--- src/rtl/bp_be_late_wb_buffer.sv ---
// Late writeback buffer: merges dcache-miss and long-latency unit results into one in-order FIFO.
// Latency: 1 cycle from enqueue to head output, no combinational bypass.
// Backpressure: readys come from registered occupancy only; force raised when nearly full or head too old.

`ifndef BP_BE_WB_PKT_WIDTH_DEFINED
`define BP_BE_WB_PKT_WIDTH_DEFINED
// ird_w_v, frd_w_v, fflags_w_v, rd_addr[4:0], rd_data[65:0], fflags[4:0]; the address width does
// not change the packet layout, the argument is kept so call sites match the original macro.
`define BP_BE_WB_PKT_WIDTH(vaddr_width_mp) (3 + 5 + 66 + 5 + 0 * (vaddr_width_mp))
`endif

package bp_be_late_wb_buffer_pkg;
  typedef enum logic [0:0] {
    e_bp_default_cfg = 1'b0,
    e_bp_wide_va_cfg = 1'b1
  } bp_params_e;
endpackage

module bp_be_late_wb_buffer
  import bp_be_late_wb_buffer_pkg::*;
#(
  parameter bp_params_e bp_params_p = e_bp_default_cfg,
  parameter int         els_p       = 4,
  parameter int         age_limit_p = 16,
  localparam int vaddr_width_p   = (bp_params_p == e_bp_default_cfg) ? 39 : 48,
  localparam int wb_pkt_width_lp = `BP_BE_WB_PKT_WIDTH(vaddr_width_p)
) (
  input  logic                       clk_i,
  input  logic                       reset_n_i,

  input  logic [wb_pkt_width_lp-1:0] mem_wb_pkt_i,
  input  logic                       mem_wb_v_i,
  output logic                       mem_wb_ready_and_o,

  input  logic [wb_pkt_width_lp-1:0] lat_wb_pkt_i,
  input  logic                       lat_wb_v_i,
  output logic                       lat_wb_ready_and_o,

  output logic [wb_pkt_width_lp-1:0] late_wb_pkt_o,
  output logic                       late_wb_v_o,
  output logic                       late_wb_force_o,
  input  logic                       late_wb_yumi_i
);

  localparam int ptr_w_lp = $clog2(els_p);
  localparam int cnt_w_lp = $clog2(els_p + 1);
  localparam int age_w_lp = $clog2(age_limit_p + 1);

  localparam logic [cnt_w_lp-1:0] els_lp        = cnt_w_lp'(els_p);
  localparam logic [cnt_w_lp-1:0] near_full_lp  = cnt_w_lp'(els_p - 1);
  localparam logic [cnt_w_lp-1:0] two_free_lp   = cnt_w_lp'(els_p - 2);
  localparam logic [age_w_lp-1:0] age_limit_lp  = age_w_lp'(age_limit_p);

  logic [wb_pkt_width_lp-1:0] mem_r [els_p];
  logic [ptr_w_lp-1:0]        rptr_r, wptr_r;
  logic [cnt_w_lp-1:0]        count_r;
  logic [age_w_lp-1:0]        age_r;

  logic       mem_enq, lat_enq, deq;
  logic [1:0] enq_cnt;

  // Port 1 needs two free slots so a same-cycle dual enqueue can never overflow.
  assign mem_wb_ready_and_o = (count_r < els_lp);
  assign lat_wb_ready_and_o = (count_r <= two_free_lp);

  assign mem_enq = mem_wb_v_i & mem_wb_ready_and_o;
  assign lat_enq = lat_wb_v_i & lat_wb_ready_and_o;
  assign deq     = late_wb_yumi_i & late_wb_v_o;
  assign enq_cnt = {1'b0, mem_enq} + {1'b0, lat_enq};

  assign late_wb_v_o     = (count_r != '0);
  assign late_wb_pkt_o   = mem_r[rptr_r];
  assign late_wb_force_o = late_wb_v_o & ((count_r >= near_full_lp) | (age_r >= age_limit_lp));

  // Storage write: port 0 takes the write pointer, port 1 lands behind it when both enqueue.
  always_ff @(posedge clk_i) begin
    if (mem_enq)
      mem_r[wptr_r] <= mem_wb_pkt_i;
    if (lat_enq)
      mem_r[wptr_r + ptr_w_lp'(mem_enq)] <= lat_wb_pkt_i;
  end

  // Pointer and occupancy bookkeeping; power-of-two depth makes pointer wrap free.
  always_ff @(posedge clk_i) begin
    if (!reset_n_i) begin
      rptr_r  <= '0;
      wptr_r  <= '0;
      count_r <= '0;
    end else begin
      wptr_r  <= wptr_r + ptr_w_lp'(enq_cnt);
      rptr_r  <= rptr_r + ptr_w_lp'(deq);
      count_r <= count_r + cnt_w_lp'(enq_cnt) - cnt_w_lp'(deq);
    end
  end

  // Head age: counts cycles the current head has waited, saturating at the limit.
  always_ff @(posedge clk_i) begin
    if (!reset_n_i || deq || !late_wb_v_o)
      age_r <= '0;
    else if (age_r < age_limit_lp)
      age_r <= age_r + 1'b1;
  end

`ifndef SYNTHESIS
  // Consuming an empty buffer is a scheduler bug; it is harmless here but worth reporting.
  always_ff @(posedge clk_i) begin
    if (reset_n_i)
      assert (!(late_wb_yumi_i && !late_wb_v_o))
      else $warning("late_wb_yumi_i asserted while buffer empty; ignored");
  end
`endif

endmodule

--- config.mk ---
export PLATFORM = sky130hd
export DESIGN_NAME = bp_be_late_wb_buffer
export DESIGN_NICKNAME = d
export VERILOG_FILES = /design/src/rtl/bp_be_late_wb_buffer.sv
export SDC_FILE = /design/constraint.sdc
export NUM_CORES = 1
export LEC_CHECK = 0
export CORE_ASPECT_RATIO = 1.4
export CORE_UTILIZATION = 51
export CTS_BUF_LIST = sky130_fd_sc_hd__clkbuf_8
export CTS_CLUSTER_DIAMETER = 150
export DETAILED_ROUTE_END_ITERATION = 8
export MAX_ROUTING_LAYER = met4
export PLACE_DENSITY = 0.85
export SLEW_MARGIN = 20
export SYNTH_ARGS = -nofsm -noshare
export SYNTH_HDL_FRONTEND = slang
export SYNTH_SLANG_ARGS = --single-unit
--- constraint.sdc ---
create_clock -name clk_i -period 9.7 [get_ports clk_i]
set_input_delay 2.91 -clock clk_i [delete_from_list [all_inputs] [get_ports clk_i]]
set_output_delay 2.91 -clock clk_i [all_outputs]
set_load 0.1 [all_outputs]
Word level (Yosys, flattened, before mapping)
Memory sizes are Yosys's and may differ from the RTL's. A register that Yosys moved wholly into a read port is not among the register bits.
Cells that the tools add are included.
{ "totals": {"regBits": 12, "ramBits": 316, "input_bits": 163, "output_inout_bits": 83, "word_cells": 32, "memories": 1} }
{ "classes": {"add_sub_neg": 7, "order_cmp": 5, "muxes": 5, "bitwise": 5, "n_reduce_logical": 5} }
{ "mem_list": {"columns": ["memory", "depth", "width", "read_ports", "rd_ports_with_merged_regs", "write_ports", "line_no", "rtl"], "rows": [
  ["mem_r", 4, 79, 1, 1, 2, "54", "logic [wb_pkt_width_lp-1:0] mem_r [els_p];"]
]} }
{ "ops": {"columns": ["operator", "count"], "rows": [
  ["5-bit by 1-bit adder with 5-bit output (second input constant)", 1],
  ["5-bit greater-or-equal comparator (second input constant)", 1],
  ["5-bit less-than comparator (second input constant)", 1],
  ["2-bit by 1-bit adder with 2-bit output", 2],
  ["1-bit AND", 4],
  ["1-bit two-way mux", 4],
  ["3-bit by 2-bit adder with 3-bit output", 1],
  ["3-bit by 2-bit greater-or-equal comparator with 1-bit output (second input constant)", 1],
  ["3-bit by 2-bit less-or-equal comparator with 1-bit output (second input constant)", 1],
  ["3-bit less-than comparator (second input constant)", 1],
  ["3-bit nonzero test", 1],
  ["3-bit by 1-bit subtractor with 3-bit output", 1],
  ["1-bit by 1-bit adder with 2-bit output", 1],
  ["2-bit adder", 1],
  ["1-bit zero test", 2],
  ["1-bit logical OR", 2],
  ["2-bit two-way mux", 1],
  ["1-bit OR", 1]
]} }

Logic depth before layout (Yosys ltp)
{ "logic_depth": {"ltp_word": 5, "ltp_mapped": 10, "depth_no_buf": 10} }

Least setup slack after synthesis
Ideal clock, no wire load.
{ "synth_path": {"path_type": "input to register", "startpoint": "input port mem_wb_v_i", "endpoint": "memory mem_r[3][0] in the netlist's numbering, enable pin", "setup_time_ns": 0.625, "t_arrival_ns": 8.776, "t_required_ns": 9.075, "path_slack_ns": 0.299, "cell_stages": 3, "path_buffers": 0, "path_cell_list": "nor2b_1 > nand2_1 > o21ai_0"} }
{ "synth_lines": {"columns": ["item", "line_no", "rtl"], "rows": [
  ["from (decl)", "32", "input logic mem_wb_v_i,"],
  ["to (decl)", "54", null]
]} }

==> run metrics <==
status finished with violations; failing checks design-rule violations; GR Layer Usage met1 25.8%; period utilization 70.8%; Root Driver clkbuf_8; final net count 1263; Worst Path Max Fanout 46; Clk pin slew, worst setup/hold paths 60 ps; Synth top area share 59.0%; row count 76; setup violators final 0; synth cell count leaders edfxtp_1, mux2_2, mux4_2; Distinct cells, synth 35; fin. max-slew vios 0; DIE AREA 0.0323 mm²; most common cell in the netlist edfxtp_1; sequential area share after synthesis 60.5%; min Tclk post-route 6870 ps; post-CTS sizing 0; Synth Flop Type edfxtp_1; initial antenna violation count 3; setup bufs post-CTS 0; WS Path Type reg2out; Max-Cap Viols 0; GP Congestion 0.764; syn_area_per_cell 19.3 µm²; Post-Layout Cell Count 1524; num ports 246; Pre-Repair DR Iteration Count 6; WP data arrival 3960 ps; Layout area overhead 21.9%; met2 GRT Util 40.2%; R2R setup slack 5890 ps; final-report hold violation count 0; chip height 212 µm; critical path required time 6790 ps; synth warn 0; antenna-violating nets left 0; Die Wd 152 µm; RSZ-0062 raised after global routing no; number of global-route vias before repair 9713; Hold Path Class reg2reg; global-route wire length before repair 53900 µm; clock skew 13.4 ps; max frequency 0.146 GHz; post-synthesis cell count 835; Post-CTS Hold Buffers 0; CTS Buf Count 49; layout cells sized above 1 41.7%; total gr overflow 0; Clock Latency Late Sink 560 ps; total track usage 22.7%; core box area 0.0309 mm²; DR WL/cell 22.9 µm; Final HPWL DP 21400 µm; Synth area leader edfxtp_1; Cells after DPL 1432; TritonCTS clock tree yes; DRC 29; CP endpoint kind output port; cell area after synthesis 0.0161 mm²; Yosys reg bits 328; pin count of the biggest net entering global routing 64; DR vias 8840; share of flip-flops with an asynchronous set or reset 0%; grt met3 use 4.18%; CTS Sinks 328; H-Tree Depth 2; final wirelength 34900 µm; top post-synthesis cells by area edfxtp_1, mux2_2, mux4_2; critical path launch point type register; initial core utilization 52.0%; grt peak-use layer met2; Post-Synthesis Net Count 1005; DR iter-0 viols 478; number of flops mapped to enable cells by yosys 316; PortBufs 245; vias per cell 5.80; TNS Setup 0 ps; max_slew headroom 27.3%; CTS Buffer Depth 3; worst slew pin tran 1090 ps
==> registers in the layout, indices dropped and copies added (netlist names) <==
signal / count
count_r: 3
rptr_r: 2
age_r: 5
wptr_r: 2
mem_r: 316
==> cell families (layout without fill, tap and decap cells) <==
| logic type | count (synthesis) | after routing | share of synthesized area [%] |
|---|---|---|---|
| compound gates | 10 | 10 | 0.428 |
| simple gates | 26 | 26 | 1.31 |
| fa+ha+maj | 7 | 7 | 0.591 |
| xor+xnor | 12 | 12 | 0.700 |
| mux | 396 | 396 | 33.7 |
| flops | 328 | 328 | 60.5 |
| other cells | 0 | 3 | 0 |
| buf+inv | 56 | 352 | 2.79 |
==> per-layer routing <==
layer,share of wire [%],vias up,wire (µm)
met2,54,302,18800
met4,2.6,0,900
met3,5.6,63,1950
met5,0,-,0
li1,-,3947,-
met1,38,4528,13200
==> cell usage in the layout (no fill, tap or decap), types with 2 or more instances in the layout <==
cell type          n
inv_1             29
mux2_2           293
diode_2            3
mux2_1             5
mux2_4            18
nand4b_4           2
o21ai_4            4
clkinv_1           8
edfxtp_1         316
clkdlybuf4s50_1  245
dfxtp_4            2
xor2_1             2
xnor2_1            9
clkbuf_8          52
clkinv_2           5
and2_1             7
dfxtp_1           10
buf_4             13
ha_1               6
nand4_4            2
nor2_1             7
mux4_2            79
nor2b_1            3
==> cell type report <==
class / count / area [µm²]
Sequential cell: 328 / 9740
Inverter: 5 / 18.8
Fill cell: 2123 / 11300
Clock buffer: 52 / 716
Antenna cell: 3 / 7.51
Clock inverter: 37 / 145
Tap cell: 390 / 488
Multi-Input combinational cell: 451 / 5950
Timing Repair Buffer: 258 / 2550
==> critical path, cell delays in order (launching register included) <==
cell and delay [ps]:
dfxtp_4 990, buf_4 730, mux4_2 640, clkdlybuf4s50_1 990
==> final timing paths <==
| kind | depth (start not counted) | end | start |
|---|---|---|---|
| worst max-delay path | 3 | late_wb_pkt_o[11] | rptr_r[0] |
| worst min-delay path | 2 | age_r[3] | age_r[3] |
| worst max register to register | 6 | mem_r[0][25] | count_r[2] |
| worst min register to register | 2 | age_r[3] | age_r[3] |
==> metrics by stage <==
stage | util (%) | hold slack [ps] | cell area [µm²] | worst slack [ps]
3_5_place_dp | 60.6 | 519 | 18700 | 2870
5_1_grt | 63.5 | 562 | 19600 | 2550
6_report | 63.5 | 529 | 19600 | 2830
2_1_floorplan | - | 480 | 16100 | 299
4_1_cts | 63.4 | 539 | 19600 | 2680
3_3_place_gp | 60.6 | 503 | 18700 | 2990
Power is not shown: default switching activity piles up to over one toggle a cycle in this logic, so the estimate is an artifact.
